[config.mk]
export PLATFORM = sky130hd
export DESIGN_NAME = conv_kxk
export DESIGN_NICKNAME = d
export VERILOG_FILES = /design/src/rtl/conv_kxk.sv
export SDC_FILE = /design/constraint.sdc
export NUM_CORES = 2
export LEC_CHECK = 0
export ABC_AREA = 1
export BUFFER_PORTS_ARGS = -buffer_cell sky130_fd_sc_hd__buf_2
export CAP_MARGIN = 10
export CORE_AREA = 4 4 372 374
export CTS_BUF_LIST = sky130_fd_sc_hd__clkbuf_8
export CTS_CLUSTER_DIAMETER = 60
export CTS_CLUSTER_SIZE = 16
export DETAILED_ROUTE_END_ITERATION = 7
export DIE_AREA = 0 0 376 378
export PLACE_DENSITY = 0.68
export SLEW_MARGIN = 20
export SYNTH_ARGS = -nofsm -noshare
export SYNTH_HDL_FRONTEND = slang
export SYNTH_SLANG_ARGS = --single-unit
[constraint.sdc]
create_clock -name clk -period 16.07 [get_ports clk]
set_clock_uncertainty 0.1 [all_clocks]
set_input_delay 1.607 -clock clk [delete_from_list [all_inputs] [get_ports clk]]
set_output_delay 1.607 -clock clk [all_outputs]
set_load 0.005 [all_outputs]
[src/rtl/conv_kxk.sv]
// K x K sliding-window convolution engine for the ISP pixel pipeline.
// Accepts one K-pixel column per cycle, multiplies the window by a
// double-buffered signed kernel and emits one rounded / optionally clamped
// result per accepted column, three cycles after the column is sampled.
module conv_kxk #(
  parameter int K     = 3,
  parameter int DW    = 8,
  parameter int CW    = 16,
  parameter int SHIFT = 0,
  parameter int SAT   = 1,
  localparam int AW   = $clog2(K * K),
  localparam int ACCW = DW + CW + 1 + AW
) (
  input  logic              clk,
  input  logic              reset,
  input  logic              i_valid,
  input  logic              i_done,
  input  logic [K*DW-1:0]   i_data,
  input  logic              coef_we,
  input  logic [AW-1:0]     coef_addr,
  input  logic [CW-1:0]     coef_data,
  input  logic              coef_commit,
  output logic              o_valid,
  output logic              o_img_done,
  output logic [ACCW-1:0]   o_data,
  output logic              o_busy
);

  localparam int NT   = K * K;
  localparam int PW   = DW + CW + 1;
  localparam int CNTW = $clog2(K + 1);
  localparam int CTR  = (K / 2) * K + (K / 2);
  // Half an output LSB; evaluates to zero when no shift is applied.
  localparam logic [ACCW-1:0] RND_C  = (ACCW'(1) << SHIFT) >> 1;
  localparam logic [ACCW-1:0] MAXV_C = {{(ACCW-DW){1'b0}}, {DW{1'b1}}};

  typedef enum logic [0:0] {ST_IDLE = 1'b0, ST_ACTIVE = 1'b1} state_t;

  state_t            state_r;
  state_t            state_nx_s;
  logic              busy_nx_s;
  logic              busy_r;

  logic [DW-1:0]     win_r [K][K];
  logic [CNTW-1:0]   cnt_r;
  logic              warm_s;

  logic [CW-1:0]     shd_r [NT];
  logic [CW-1:0]     act_r [NT];
  logic              pend_r;
  logic              copy_s;

  logic [PW-1:0]     prod_r [NT];
  logic [ACCW-1:0]   sum_s;
  logic [ACCW-1:0]   sum_r;

  logic              v1_r, v2_r, v3_r;
  logic              d1_r, d2_r, d3_r;
  logic              o_valid_r;
  logic              o_done_r;
  logic [ACCW-1:0]   o_data_r;

  // Identity kernel: only the centre tap is non-zero, scaled to cancel SHIFT.
  function automatic logic [CW-1:0] ident_coef(input int a);
    logic [CW-1:0] v;
    if (a == CTR) v = CW'(1) << SHIFT;
    else          v = '0;
    return v;
  endfunction

  // Unsigned pixel times signed coefficient, full-precision signed product.
  function automatic logic [PW-1:0] tap_product(input logic [DW-1:0] pix,
                                                input logic [CW-1:0] cf);
    logic signed [PW-1:0] pe;
    logic signed [PW-1:0] ce;
    pe = $signed({{(CW+1){1'b0}}, pix});
    ce = $signed({{(DW+1){cf[CW-1]}}, cf});
    return pe * ce;
  endfunction

  // Round-half-up arithmetic shift, then optional clamp to the pixel range.
  function automatic logic [ACCW-1:0] scale_result(input logic [ACCW-1:0] s);
    logic signed [ACCW-1:0] rs;
    logic [ACCW-1:0]        res;
    rs = $signed(s + RND_C) >>> SHIFT;
    if (SAT != 0) begin
      if (rs[ACCW-1])                res = '0;
      else if (rs > $signed(MAXV_C)) res = MAXV_C;
      else                           res = rs;
    end else begin
      res = rs;
    end
    return res;
  endfunction

  assign warm_s = (cnt_r >= CNTW'(K - 1));
  assign copy_s = (state_r == ST_IDLE) && pend_r;

  // FSM state and registered busy flag.
  always_ff @(posedge clk) begin
    if (reset) begin
      state_r <= ST_IDLE;
      busy_r  <= 1'b0;
    end else begin
      state_r <= state_nx_s;
      busy_r  <= busy_nx_s;
    end
  end

  // FSM next state: an image opens on a non-final column and closes on i_done.
  always_comb begin
    state_nx_s = state_r;
    case (state_r)
      ST_IDLE: begin
        if (i_valid && !i_done) state_nx_s = ST_ACTIVE;
        else                    state_nx_s = ST_IDLE;
      end
      ST_ACTIVE: begin
        if (i_valid && i_done) state_nx_s = ST_IDLE;
        else                   state_nx_s = ST_ACTIVE;
      end
      default: state_nx_s = ST_IDLE;
    endcase
  end

  // FSM output: busy follows the ACTIVE state, registered alongside it.
  always_comb begin
    busy_nx_s = 1'b0;
    if (state_nx_s == ST_ACTIVE) busy_nx_s = 1'b1;
    else                         busy_nx_s = 1'b0;
  end

  // Sliding window: new column enters age 0, older columns age by one.
  always_ff @(posedge clk) begin
    if (reset) begin
      for (int r = 0; r < K; r++)
        for (int c = 0; c < K; c++)
          win_r[r][c] <= '0;
    end else if (i_valid) begin
      for (int r = 0; r < K; r++) begin
        win_r[r][0] <= i_data[(K-r)*DW-1 -: DW];
        for (int c = 1; c < K; c++)
          win_r[r][c] <= win_r[r][c-1];
      end
    end
  end

  // Warm-up counter: saturates at K, restarts after the last column of an image.
  always_ff @(posedge clk) begin
    if (reset) begin
      cnt_r <= '0;
    end else if (i_valid) begin
      if (i_done)                   cnt_r <= '0;
      else if (cnt_r != CNTW'(K))   cnt_r <= cnt_r + 1'b1;
    end
  end

  // Shadow coefficient bank, written by the host at any time.
  always_ff @(posedge clk) begin
    if (reset) begin
      for (int a = 0; a < NT; a++) shd_r[a] <= ident_coef(a);
    end else begin
      for (int a = 0; a < NT; a++)
        if (coef_we && (coef_addr == AW'(a))) shd_r[a] <= coef_data;
    end
  end

  // Active bank: copied from shadow (including this edge's write) only between images.
  always_ff @(posedge clk) begin
    if (reset) begin
      for (int a = 0; a < NT; a++) act_r[a] <= ident_coef(a);
    end else if (copy_s) begin
      for (int a = 0; a < NT; a++)
        act_r[a] <= (coef_we && (coef_addr == AW'(a))) ? coef_data : shd_r[a];
    end
  end

  // Commit request is held until the engine is idle and the copy happens.
  always_ff @(posedge clk) begin
    if (reset) pend_r <= 1'b0;
    else       pend_r <= coef_commit | (pend_r & ~copy_s);
  end

  // Stage 1: per-tap products using the active bank.
  always_ff @(posedge clk) begin
    if (reset) begin
      for (int a = 0; a < NT; a++) prod_r[a] <= '0;
    end else begin
      for (int r = 0; r < K; r++)
        for (int c = 0; c < K; c++)
          prod_r[r*K+c] <= tap_product(win_r[r][c], act_r[r*K+c]);
    end
  end

  // Adder tree over all taps, sign-extended so it cannot overflow.
  always_comb begin
    sum_s = '0;
    for (int a = 0; a < NT; a++)
      sum_s = sum_s + {{AW{prod_r[a][PW-1]}}, prod_r[a]};
  end

  // Stage 2: registered sum.
  always_ff @(posedge clk) begin
    if (reset) sum_r <= '0;
    else       sum_r <= sum_s;
  end

  // Valid / image-done markers travelling alongside the data pipeline.
  always_ff @(posedge clk) begin
    if (reset) begin
      v1_r <= 1'b0; v2_r <= 1'b0; v3_r <= 1'b0;
      d1_r <= 1'b0; d2_r <= 1'b0; d3_r <= 1'b0;
    end else begin
      v1_r <= i_valid & warm_s;
      d1_r <= i_valid & i_done;
      v2_r <= v1_r;
      d2_r <= d1_r;
      v3_r <= v2_r;
      d3_r <= d2_r;
    end
  end

  // Stage 3: scaled output; data holds its last value between valid results.
  always_ff @(posedge clk) begin
    if (reset) begin
      o_valid_r <= 1'b0;
      o_done_r  <= 1'b0;
      o_data_r  <= '0;
    end else begin
      o_valid_r <= v3_r;
      o_done_r  <= d3_r;
      if (v3_r) o_data_r <= scale_result(sum_r);
    end
  end

  assign o_valid    = o_valid_r;
  assign o_img_done = o_done_r;
  assign o_data     = o_data_r;
  assign o_busy     = busy_r;

endmodule
==> results_dict.tcl <==
set metrics [dict create \
    status "finished clean" \
    final_cell_mix "inv_1, nand2_1, fa_1, nor2_1, ha_1" \
    worst-path-max-fanout 16 \
    post-dp-hpwl_mm 175 \
    clk_pin_slew_ns 0.10 \
    start_kind "flip-flop" \
    setup-tns-final_ns 0 \
    globalplace.congestion 0.965 \
    grt_overflow_total 0 \
    crit_path_end_kind "flip-flop" \
    hold_violations 0 \
    root_buffer "clkbuf_8" \
    io_pins 82 \
    ys_seq_area_frac 0.226 \
    fin_nets 10900 \
    die_h_um 378 \
    slew_headroom 0.186 \
    min_period_over_period 0.326 \
    clock_latency_ns 0.85 \
    num-fill-cells 12600 \
    synth_edf_count 360 \
    fin_crit_ns 5.23 \
    drt_iter0_drc 4720 \
    postCtsSetupRepairBufs 0 \
    final_cell_count_no_fill 11100 \
    core-area_sq_um 135000 \
    grt_pass1_wl_mm 332 \
    worstPathRequired_ns 16.66 \
    htree_levels 3 \
    die-width_um 376 \
    cts-resized-gates 0 \
    place_inst 11000 \
    rows 135 \
    layout_commonest_cell "inv_1" \
    wl_mm 211 \
    cts_tree "yes" \
    rsz0062_at_grt "no" \
    drc 0 \
    hold_buffers 0 \
    cts-buffers-inserted 79 \
    max_cap_violations 0 \
    ir_drop_v 0.000537 \
    setup_viol 0 \
    netlist_area_sq_um 73700 \
    ys_seq_elements 654 \
    wire_per_inst_um 19.0 \
    track_usage 0.305 \
    die_area_sq_um 142000 \
    first_pass_iters 6 \
    synth_area_leader_cell "fa_1" \
    dr_total_vias 56600 \
    path_class "reg -> reg" \
    netlist.area_leader.share 0.298 \
    synth.area.top_cells "fa_1, edfxtp_1, inv_1" \
    grt_pass1_vias 58100 \
    synth-main-ff-cell "edfxtp_1" \
    p_leak_nw 44.7 \
    cts.sink_count 654 \
    area_growth_syn_to_layout_pct 4.21 \
    drtAntennaViolNets 0 \
    antenna_found_initial 13 \
    clock_path_buffers 3 \
    hold_class "reg -> reg" \
    p_per_area_nw_per_um2 173 \
    routed_via_density 5.09 \
    crit_arrival_ns 5.83 \
    syn_nets 11100 \
    portBuffers 80 \
    max_freq_mhz 191 \
    postSynthCellCount 9476 \
    grt_max_degree 113 \
    yosysWarnings 0 \
    yosys.cell_types.count 37 \
    slew_violations 0 \
    drive_above_1_share 0.0273 \
    synth_async_sr_flop_share 0 \
    syn_avg_cell_area_sq_um 7.78 \
    tightest_slew_ns 1.22 \
    start_util 0.546 \
]
## final timing paths
path                     start              to  slack, ns  cells after the start
hold reg to reg           d3_r      o_img_done       0.31                      2
hold / removal            d3_r      o_img_done       0.31                      2
setup reg to reg  win_r[0][24]  prod_r[0][143]      10.84                     17
setup / recovery  win_r[0][24]  prod_r[0][143]      10.84                     17
## kinds of logic after synthesis
group           after synthesis  synth area share
simple gates               3268             0.173
other cells                   1         0.0000509
buf+inv                    3218             0.165
flops                       654             0.226
fa+ha+maj                  1577             0.379
xor+xnor                     56           0.00665
compound gates              702            0.0501
## flip-flops by register name (all words and copies together) (netlist names), named ones only
name,flops
v1_r,1
o_img_done,1
win_r,72
v2_r,1
o_data,28
cnt_r,2
act_r,144
d3_r,1
d1_r,1
pend_r,1
d2_r,1
o_valid,1
sum_r,29
shd_r,144
prod_r,225
v3_r,1
## worst max-delay path: stages (launching register included)
cell and delay (ns):
edfxtp_1 0.81, nand2_1 0.17, fa_1 0.58, inv_1 0.07, fa_1 0.51, inv_1 0.06
fa_1 0.51, fa_1 0.50, inv_1 0.05, ha_1 0.32, nand2_1 0.08, nand2_1 0.12
nor2_1 0.51, o21ai_0 0.32, nand4_1 0.18, nand3_1 0.08, nand2_1 0.06, nor2_1 0.05
## cell type report
| class | instances | area (sq um) | share of cell area |
|---|---|---|---|
| antenna | 4 | 10.0 | 0.000130 |
| clock buffer | 80 | 1100 | 0.0143 |
| clock inverter | 58 | 681 | 0.00886 |
| inverter | 2841 | 10700 | 0.139 |
| multi-input combinational | 5604 | 44900 | 0.585 |
| sequential | 654 | 16700 | 0.217 |
| tap | 1781 | 2230 | 0.0290 |
| timing repair buffer | 96 | 527 | 0.00685 |
## routing by layer
layer / vias up / share of wire / global-route usage
met2: 2000 / 0.45 / 0.491
li1: 26800 / - / -
met4: 4 / 0.057 / 0.143
met5: - / 0.00013 / 0
met1: 27400 / 0.41 / 0.399
met3: 361 / 0.082 / 0.0626
## power breakdown
group	internal, mW	switching (mW)
Clock	0.579	0.787
Sequential	2.08	0.410
Combinational	3.30	6.14
Total	5.96	7.33
## cell usage after synthesis, types with 3 or more instances
master,count
inv_1,2837
nand2_1,2327
fa_1,1096
nor2_1,631
ha_1,481
a21oi_1,420
edfxtp_1,360
clkbuf_1,328
dfxtp_1,294
nand3_1,222
o21ai_0,210
clkbuf_2,32
o21bai_1,32
xnor2_1,31
o21a_1,28
nand4_1,26
nor3_1,25
xor2_1,25
nor2_2,11
buf_2,10
or2_2,8
and2_1,7
a211oi_1,5
buf_1,5
nand3b_1,5
a21o_1,3
nor4_1,3
## stage by stage
stage / util / setup slack, ns / hold WS [ns] / power (mW) / cell area, sq um
2_1_floorplan: - / 4.71 / 0.288 / 9.21 / 73700
3_3_place_gp: 0.556 / 10.93 / 0.296 / 11.8 / 75100
3_5_place_dp: 0.556 / 10.85 / 0.299 / 11.9 / 75100
4_1_cts: 0.569 / 10.88 / 0.313 / 13.3 / 76800
5_1_grt: 0.569 / 10.64 / 0.327 / 14.9 / 76800
6_report: 0.569 / 10.84 / 0.310 / 13.3 / 76800
(Power assumes the default switching activity.)
